==> src/rtl/cpu_pkg.sv <==
// Shared controller definitions: FSM states, instruction field encodings, mux selects.
// Latency: none (types, constants and a pure decode function only).
// Backpressure: not applicable.
package cpu_pkg;

    // Controller states
    typedef enum logic [2:0] {
        S_WAIT   = 3'd0,
        S_DECODE = 3'd1,
        S_GET_A  = 3'd2,
        S_GET_B  = 3'd3,
        S_EXEC   = 3'd4,
        S_WR_REG = 3'd5,
        S_WR_IMM = 3'd6,
        S_HALT   = 3'd7
    } state_t;

    // Instruction class latched in DECODE so EXEC needs no further IR decode
    typedef enum logic [1:0] {
        K_MOV_REG = 2'd0,
        K_CMP     = 2'd1,
        K_ALU     = 2'd2
    } kind_t;

    // opcode field, IR[15:13]
    localparam logic [2:0] OP_MOV  = 3'b110;
    localparam logic [2:0] OP_ALU  = 3'b101;
    localparam logic [2:0] OP_HALT = 3'b111;

    // ALU_op field, IR[12:11]
    localparam logic [1:0] ALU_ADD     = 2'b00;
    localparam logic [1:0] ALU_CMP     = 2'b01;
    localparam logic [1:0] ALU_AND     = 2'b10;
    localparam logic [1:0] ALU_MVN     = 2'b11;
    localparam logic [1:0] ALU_MOV_REG = 2'b00;
    localparam logic [1:0] ALU_MOV_IMM = 2'b10;

    // Register-field select to the decoder
    localparam logic [1:0] RS_RM = 2'b00;
    localparam logic [1:0] RS_RD = 2'b01;
    localparam logic [1:0] RS_RN = 2'b10;

    // Write-back source select
    localparam logic [1:0] WB_C   = 2'b00;
    localparam logic [1:0] WB_IMM = 2'b10;

    // Registered control outputs of the controller
    typedef struct packed {
        logic       waiting;
        logic       halted;
        logic       w_en;
        logic       en_A;
        logic       en_B;
        logic       en_C;
        logic       en_status;
        logic       sel_A;
        logic [1:0] reg_sel;
        logic [1:0] wb_sel;
    } ctrl_t;

    // Moore output decode: a function of the state (and its latched class) only
    function automatic ctrl_t ctrl_decode(input state_t s, input kind_t k);
        ctrl_t c;
        c = '0;
        case (s)
            S_WAIT:   c.waiting = 1'b1;
            S_GET_A:  begin c.en_A = 1'b1; c.reg_sel = RS_RN; end
            S_GET_B:  begin c.en_B = 1'b1; c.reg_sel = RS_RM; end
            S_EXEC: begin
                if (k == K_CMP) begin
                    c.en_status = 1'b1;
                end else begin
                    c.en_C  = 1'b1;
                    c.sel_A = (k == K_MOV_REG);
                end
            end
            S_WR_REG: begin c.w_en = 1'b1; c.reg_sel = RS_RD; c.wb_sel = WB_C; end
            S_WR_IMM: begin c.w_en = 1'b1; c.reg_sel = RS_RN; c.wb_sel = WB_IMM; end
            S_HALT:   c.halted = 1'b1;
            default:  c = '0;
        endcase
        return c;
    endfunction

endpackage

==> src/rtl/cpu_controller.sv <==
// Multicycle CPU control FSM with retired-instruction counter.
// Latency: outputs registered and aligned with the state; 1 cycle per state.
// Backpressure: none; start is only looked at in WAIT, HALT holds until reset.
module cpu_controller
    import cpu_pkg::*;
#(
    parameter int CNT_W = 16
) (
    input  logic             clk,
    input  logic             rst_n,
    input  logic             start,
    input  logic [2:0]       opcode,
    input  logic [1:0]       ALU_op,
    output logic             waiting,
    output logic             halted,
    output logic             illegal,
    output logic [1:0]       reg_sel,
    output logic [1:0]       wb_sel,
    output logic             w_en,
    output logic             en_A,
    output logic             en_B,
    output logic             en_C,
    output logic             en_status,
    output logic             sel_A,
    output logic [CNT_W-1:0] instr_count
);

    localparam ctrl_t CTRL_RESET = ctrl_decode(S_WAIT, K_ALU);

    state_t           state_q, state_d;
    kind_t            kind_q, kind_d;
    ctrl_t            ctrl_q;
    logic [CNT_W-1:0] cnt_q;
    logic             retire;
    logic             bad_enc;

    // Next-state, instruction-class capture and retire detection
    always_comb begin
        state_d = state_q;
        kind_d  = kind_q;
        retire  = 1'b0;
        bad_enc = 1'b0;
        case (state_q)
            S_WAIT: if (start) state_d = S_DECODE;
            S_DECODE: begin
                if (opcode == OP_MOV && ALU_op == ALU_MOV_IMM) begin
                    state_d = S_WR_IMM;
                end else if (opcode == OP_MOV && ALU_op == ALU_MOV_REG) begin
                    state_d = S_GET_B;
                    kind_d  = K_MOV_REG;
                end else if (opcode == OP_ALU) begin
                    state_d = S_GET_A;
                    case (ALU_op)
                        ALU_CMP:                   kind_d = K_CMP;
                        ALU_ADD, ALU_AND, ALU_MVN: kind_d = K_ALU;
                        default:                   kind_d = K_ALU;
                    endcase
                end else if (opcode == OP_HALT) begin
                    state_d = S_HALT;
                    retire  = 1'b1;
                end else begin
                    state_d = S_WAIT;
                    bad_enc = 1'b1;
                end
            end
            S_GET_A: state_d = S_GET_B;
            S_GET_B: state_d = S_EXEC;
            S_EXEC: begin
                if (kind_q == K_CMP) begin
                    state_d = S_WAIT;
                    retire  = 1'b1;
                end else begin
                    state_d = S_WR_REG;
                end
            end
            S_WR_REG, S_WR_IMM: begin
                state_d = S_WAIT;
                retire  = 1'b1;
            end
            S_HALT:  state_d = S_HALT;
            default: state_d = S_WAIT;
        endcase
    end

    // State, registered outputs for the next state, and the wrapping retire counter
    always_ff @(posedge clk or negedge rst_n) begin
        if (!rst_n) begin
            state_q <= S_WAIT;
            kind_q  <= K_ALU;
            ctrl_q  <= CTRL_RESET;
            cnt_q   <= '0;
        end else begin
            state_q <= state_d;
            kind_q  <= kind_d;
            ctrl_q  <= ctrl_decode(state_d, kind_d);
            if (retire) cnt_q <= cnt_q + CNT_W'(1);
        end
    end

    // The unsupported encoding is only visible while DECODE looks at the IR
    assign illegal     = bad_enc;
    assign waiting     = ctrl_q.waiting;
    assign halted      = ctrl_q.halted;
    assign w_en        = ctrl_q.w_en;
    assign en_A        = ctrl_q.en_A;
    assign en_B        = ctrl_q.en_B;
    assign en_C        = ctrl_q.en_C;
    assign en_status   = ctrl_q.en_status;
    assign sel_A       = ctrl_q.sel_A;
    assign reg_sel     = ctrl_q.reg_sel;
    assign wb_sel      = ctrl_q.wb_sel;
    assign instr_count = cnt_q;

endmodule

==> config.mk <==
export PLATFORM = sky130hd
export DESIGN_NAME = cpu_controller
export DESIGN_NICKNAME = d
export VERILOG_FILES = /design/src/rtl/cpu_pkg.sv /design/src/rtl/cpu_controller.sv
export SDC_FILE = /design/constraint.sdc
export NUM_CORES = 1
export LEC_CHECK = 0
export CAP_MARGIN = 20
export CORE_MARGIN = 4
export CORE_UTILIZATION = 35
export CTS_CLUSTER_SIZE = 24
export DETAILED_ROUTE_END_ITERATION = 16
export GPL_TIMING_DRIVEN = 0
export PLACE_DENSITY = 0.71
export SLEW_MARGIN = 5
export SYNTH_ARGS = -nofsm -noshare
export SYNTH_HDL_FRONTEND = slang
export SYNTH_SLANG_ARGS = --single-unit
==> constraint.sdc <==
create_clock -name clk -period 4.2 [get_ports clk]
set_clock_uncertainty 0.2 [all_clocks]
set_input_delay 0.84 -clock clk [delete_from_list [all_inputs] [get_ports clk]]
set_output_delay 0.84 -clock clk [all_outputs]
set_load 0.02 [all_outputs]
== Word-level counts from Yosys, hierarchy flattened ==
Index checks and enable logic that the tools add are counted.
Word-level totals
  register bits after elaboration: 33
  output and inout bits: 29
Operators by class
  add/sub/neg operators: 1
  eq/ne operators: 21
  multiplexer cells: 34
  reductions and logical operators: 10
Operator list (count)
  $eq A3 B3 Y1 const B: 11
  $mux W3: 7
  $pmux W3 S7: 1
  $mux W1: 18
  $add A16 B1 Y16 const B: 1
  $eq A3 B2 Y1 const B: 4
  $mux W2: 5
  $pmux W2 S2: 2
  $eq A2 B1 Y1 const B: 3
  $logic_not A3 Y1: 2
  $reduce_or A2 Y1: 3
  $eq A2 B2 Y1 const B: 2
  $logic_not A2 Y1: 2
  $eq A3 B1 Y1 const B: 1
  $pmux W1 S3: 1
  $reduce_or A3 Y1: 1
  $logic_and A1 B1 Y1: 2

== Depth between registers and ports, before layout ==
Gate-level depths: netlist of run 1.
  depth after elaboration: 10
  depth in mapped cells: 5
  depth with buffers taken out: 5

== Worst setup path before layout of run 1 ==
Ideal clock, no wire load.
  kind: input-to-output
  start: in opcode[1]
  end: out illegal
  arrival: 2.194 ns
  slack: 0.966 ns
  cell stages on the path: 3
  cells stage by stage: or2b_1 > nand2_1 > a2111oi_0
On the way
  cells in the longest elaborated chain, start to end: 6
RTL lines
  start: declaration: RTL line cpu_controller.sv:12  | input logic [2:0] opcode,
  $eq A3 B3 Y1: RTL line cpu_controller.sv:58  | end else if (opcode == OP_HALT) begin
  $mux W1: RTL line cpu_controller.sv:58
  $mux W1: RTL line cpu_controller.sv:51  | end else if (opcode == OP_ALU) begin
  $mux W1: RTL line cpu_controller.sv:48  | end else if (opcode == OP_MOV && ALU_op == ALU_MOV_REG) begin
  $mux W1 *: RTL line cpu_controller.sv:46  | if (opcode == OP_MOV && ALU_op == ALU_MOV_IMM) begin
  $mux W1 *: RTL line cpu_controller.sv:43  | case (state_q)
  end: declaration: RTL line cpu_controller.sv:16  | output logic illegal,
Mark *: on every way between the ends. The rest lies on a longest branch, timed or not.

== Worst setup path in the final report of run 1 ==
Same ends and word-level chain as after synthesis.

==> results.sh, run 1 <==
export IMPL_ys_flop_type="sky130_fd_sc_hd__dfrtp_1"
export IMPL_async_reset_ff_share_pct=100
export IMPL_syn_inst=143
export IMPL_timing_critical_path_from_type="input port"
export IMPL_grt_pass1_vias=1326
export IMPL_area_growth_synth_to_final_pct=33.0
export IMPL_floorplan_core_area_mm2=0.00441
export IMPL_initial_utilization_pct=36.8
export IMPL_antennaDiodeCount=0
export IMPL_grt_setup_unrepaired="false"
export IMPL_nets_in_the_synthesized_netlist=152
export IMPL_synth_edf_count=0
export IMPL_met1_usage_pct=16.1
export IMPL_detailed_place_hpwl_mm=2.51
export IMPL_p_seq_share_pct=35.1
export IMPL_cp_end_kind="primary output"
export IMPL_yosysSeqAreaShare_pct=49.4
export IMPL_outcome="finished, final reports clean"
export IMPL_max_slew_margin_rel_pct=53.5
export IMPL_ant_nets=0
export IMPL_finalCriticalPeriod_ps=3780
export IMPL_timing_max_cap_violations=0
export IMPL_power_share_clock_pct=26.6
export IMPL_worstSkewPairLatency_ps=280
export IMPL_clkTransAtPathRegs_ps=70
export IMPL_power_mw=1.20
export IMPL_avgViaCountPerCell=5.31
export IMPL_postLayoutCellArea_mm2=0.00216
export IMPL_cp_required_ps=3160
export IMPL_drt_wirelength_per_cell_um=14.5
export IMPL_fmax_ghz=0.264
export IMPL_worstPathArrival_ps=2740
export IMPL_met2_track_utilization_from_global_routing_pct=20.8
export IMPL_final_max_slew_violation_count=0
export IMPL_synthesis_area_per_instance_um2=11.4
export IMPL_fraction_of_final_layout_cells_with_drive_strength_greater_than_1_pct=16.7
export IMPL_timing_final_crit_share_pct=90.1
export IMPL_post_cts_repair_setup_buffers=0
export IMPL_initialDrtViolationCount=120
export IMPL_residual_drc_count=0
export IMPL_grt_ovfl_total=0
export IMPL_rows=24
export IMPL_tightest_slew_ps=697
export IMPL_top_usage_layer="met2"
export IMPL_numPortBuffers=35
export IMPL_yosysWarnings=0
export IMPL_top_level_ports=37
export IMPL_post_synth_num_cell_types=49
export IMPL_cts_resized_gates=0
export IMPL_fin_util_pct=49.0
export IMPL_fin_setup_tns_ps=0
export IMPL_min_delay_path_class="flip-flop to flip-flop"
export IMPL_route_vias_total=1263
export IMPL_fill_cells=415
export IMPL_cts_htree_levels=2
export IMPL_dr_pass1_iters=4
export IMPL_finalHoldWorstSlack_ps=271
export IMPL_power_report_internal_total_mw=0.790
export IMPL_final_hold_viol_count=0
export IMPL_root_buffer_cell="sky130_fd_sc_hd__clkbuf_8"
export IMPL_cts_root_to_sink_buffers=2
export IMPL_cts_tree="yes"
export IMPL_drt_wl_total_mm=3.44
export IMPL_synth_seq_cells=32
export IMPL_die_width_um=76.1
export IMPL_vdd_ir_drop_worst_v=0.000380
export IMPL_chipHeight_um=76.1
export IMPL_static_leakage_power_nw=0.906
export IMPL_timing_final_setup_violations=0
export IMPL_power_switching_mw=0.414
export IMPL_layout_nets=194
export IMPL_mostFrequentLayoutCell="sky130_fd_sc_hd__clkdlybuf4s50_1"
export IMPL_post_cts_hold_buffer_count=0
export IMPL_comb_power_share_pct=38.3
export IMPL_largest_net_degree_at_the_start_of_global_routing=33
export IMPL_timing_hold_worst_start="instr_count[15]$_DFFE_PN0P_"
export IMPL_grt_use_total_pct=13.0
export IMPL_gpl_final_weighted_congestion=0.772
export IMPL_p_sw_share_pct=34.4
export IMPL_powerDensity_mw_per_mm2=557
export IMPL_clock_sinks=32
export IMPL_commonest_cells_after_routing_fill_and_taps_aside="sky130_fd_sc_hd__clkdlybuf4s50_1 (34), sky130_fd_sc_hd__dfrtp_1 (30), sky130_fd_sc_hd__xnor2_1 (15), sky130_fd_sc_hd__clkbuf_8 (8), sky130_fd_sc_hd__o2111ai_1 (8)"
export IMPL_grt_util_met3_pct=4.73
export IMPL_worst_setup_path_type="input port to primary output"
export IMPL_wire_length_of_the_first_global_routing_pass_mm=6.17
export IMPL_placement_cell_area_mm2=0.00204
export IMPL_number_of_antenna_violations_at_the_first_check_in_global_routing=0
export IMPL_die_area_mm2=0.00580
export IMPL_crit_path_max_fanout=8
export IMPL_r2r_start="state_q[2]$_DFF_PN0_"
export IMPL_tritoncts_num_buffers=5
export IMPL_syn_cell_area_mm2=0.00163
export IMPL_timing_critical_path_from="opcode[1]"
flip-flops by register name, summed over array words and instances (netlist names):
signal,count
en_B,1
en_C,1
halted,1
en_status,1
waiting,1
en_A,1
instr_count,16
w_en,1
wb_sel,1
reg_sel,2
kind_q,2
sel_A,1
state_q,3
cells by family (layout without fill, tap and decap cells):
group | count (synthesis) | count (layout) | synth area share, %
and+or+nand+nor | 47 | 47 | 20.3
adders and majority gates | 1 | 1 | 0.770
DFF | 32 | 32 | 49.4
xor gates and xnor gates | 15 | 15 | 8.08
muxes | 1 | 1 | 0.693
other | 1 | 1 | 0.231
AOI/OAI and AO/OA | 33 | 33 | 16.2
buffers and inverters | 13 | 56 | 4.31
power by group through the flow:
stage          clock network (mW)  logic (mW)  registers [mW]
6_report                    0.320       0.461           0.422
4_1_cts                     0.334       0.465           0.422
2_1_floorplan                   0       0.263           0.466
3_5_place_dp                    0       0.463           0.426
3_3_place_gp                    0       0.460           0.426
5_1_grt                     0.347       0.508           0.431
final timing paths:
kind	end	slack, ps	cells after the start
setup / recovery	illegal	420	5
hold reg to reg	instr_count[15]$_DFFE_PN0P_	270	1
max in group asynchronous	instr_count[2]$_DFFE_PN0P_	2950	1
min in group asynchronous	reg_sel[1]$_DFF_PN0_	400	1
hold / removal	instr_count[15]$_DFFE_PN0P_	270	1
setup reg to reg	instr_count[12]$_DFFE_PN0P_	2110	5
cell type report:
class | instances | area (um^2) | share of cell area (%)
repair buffers | 35 | 345 | 16.0
plain buffers | 7 | 47.5 | 2.20
clock inverters | 1 | 30.0 | 1.39
well taps | 52 | 65.1 | 3.01
inverters | 6 | 22.5 | 1.04
flip-flops and latches | 32 | 803 | 37.2
clock buffers | 7 | 96.3 | 4.46
multi-input cells | 98 | 752 | 34.8
Yosys cell counts, types with 2 or more instances:
master,number,area (um^2)
sky130_fd_sc_hd__nor2_1,7,26.3
sky130_fd_sc_hd__xnor2_1,15,131
sky130_fd_sc_hd__and3_1,5,31.3
sky130_fd_sc_hd__or4_4,2,22.5
sky130_fd_sc_hd__nand4_1,3,18.8
sky130_fd_sc_hd__dfstp_2,2,52.6
sky130_fd_sc_hd__inv_1,5,18.8
sky130_fd_sc_hd__buf_2,2,10.0
sky130_fd_sc_hd__nand2_1,5,18.8
sky130_fd_sc_hd__and2_1,3,18.8
sky130_fd_sc_hd__nor3_1,3,15.0
sky130_fd_sc_hd__o211ai_2,2,25.0
sky130_fd_sc_hd__o31a_1,2,17.5
sky130_fd_sc_hd__nor4_1,3,18.8
sky130_fd_sc_hd__o21bai_1,2,15.0
sky130_fd_sc_hd__nor2b_1,2,12.5
sky130_fd_sc_hd__dfrtp_1,30,751
sky130_fd_sc_hd__a2111oi_0,2,17.5
sky130_fd_sc_hd__o211ai_1,5,37.5
sky130_fd_sc_hd__or2_2,2,12.5
sky130_fd_sc_hd__a21oi_1,4,20.0
sky130_fd_sc_hd__o2111ai_1,8,70.1
sky130_fd_sc_hd__buf_4,2,15.0
sky130_fd_sc_hd__o21ai_0,2,10.0
through the flow:
stage	setup slack [ps]	instances
2_1_floorplan	966	143
6_report	417	238
3_3_place_gp	350	230
4_1_cts	402	238
3_5_place_dp	406	230
5_1_grt	233	238
metal layers:
layer  vias up  wire (um)
li1        619          -
met1       598       1560
met2        42       1600
met3         4        249
met4         0         35
met5         -          0
critical path, stage by stage:
cell                              delay [ps]
sky130_fd_sc_hd__clkdlybuf4s50_1         530
sky130_fd_sc_hd__or2b_1                  250
sky130_fd_sc_hd__nand2_1                  50
sky130_fd_sc_hd__a2111oi_0               390
sky130_fd_sc_hd__clkdlybuf4s50_1         680
No activity file was read; power rests on OpenSTA's default activity.
==> inputs of run 2 (changes only) <==
- SKIP_CTS_REPAIR_TIMING: default -> 1
==> results of run 2 <==
Same layout as run 1: the final DEF is identical, and so are final timing and power.
==> inputs of run 3 (changes only) <==
- GPL_ROUTABILITY_DRIVEN: default -> 0
- SETUP_SLACK_MARGIN: default -> 0.05
==> results of run 3 <==
Same layout as run 1: the final DEF is identical, and so are final timing and power.
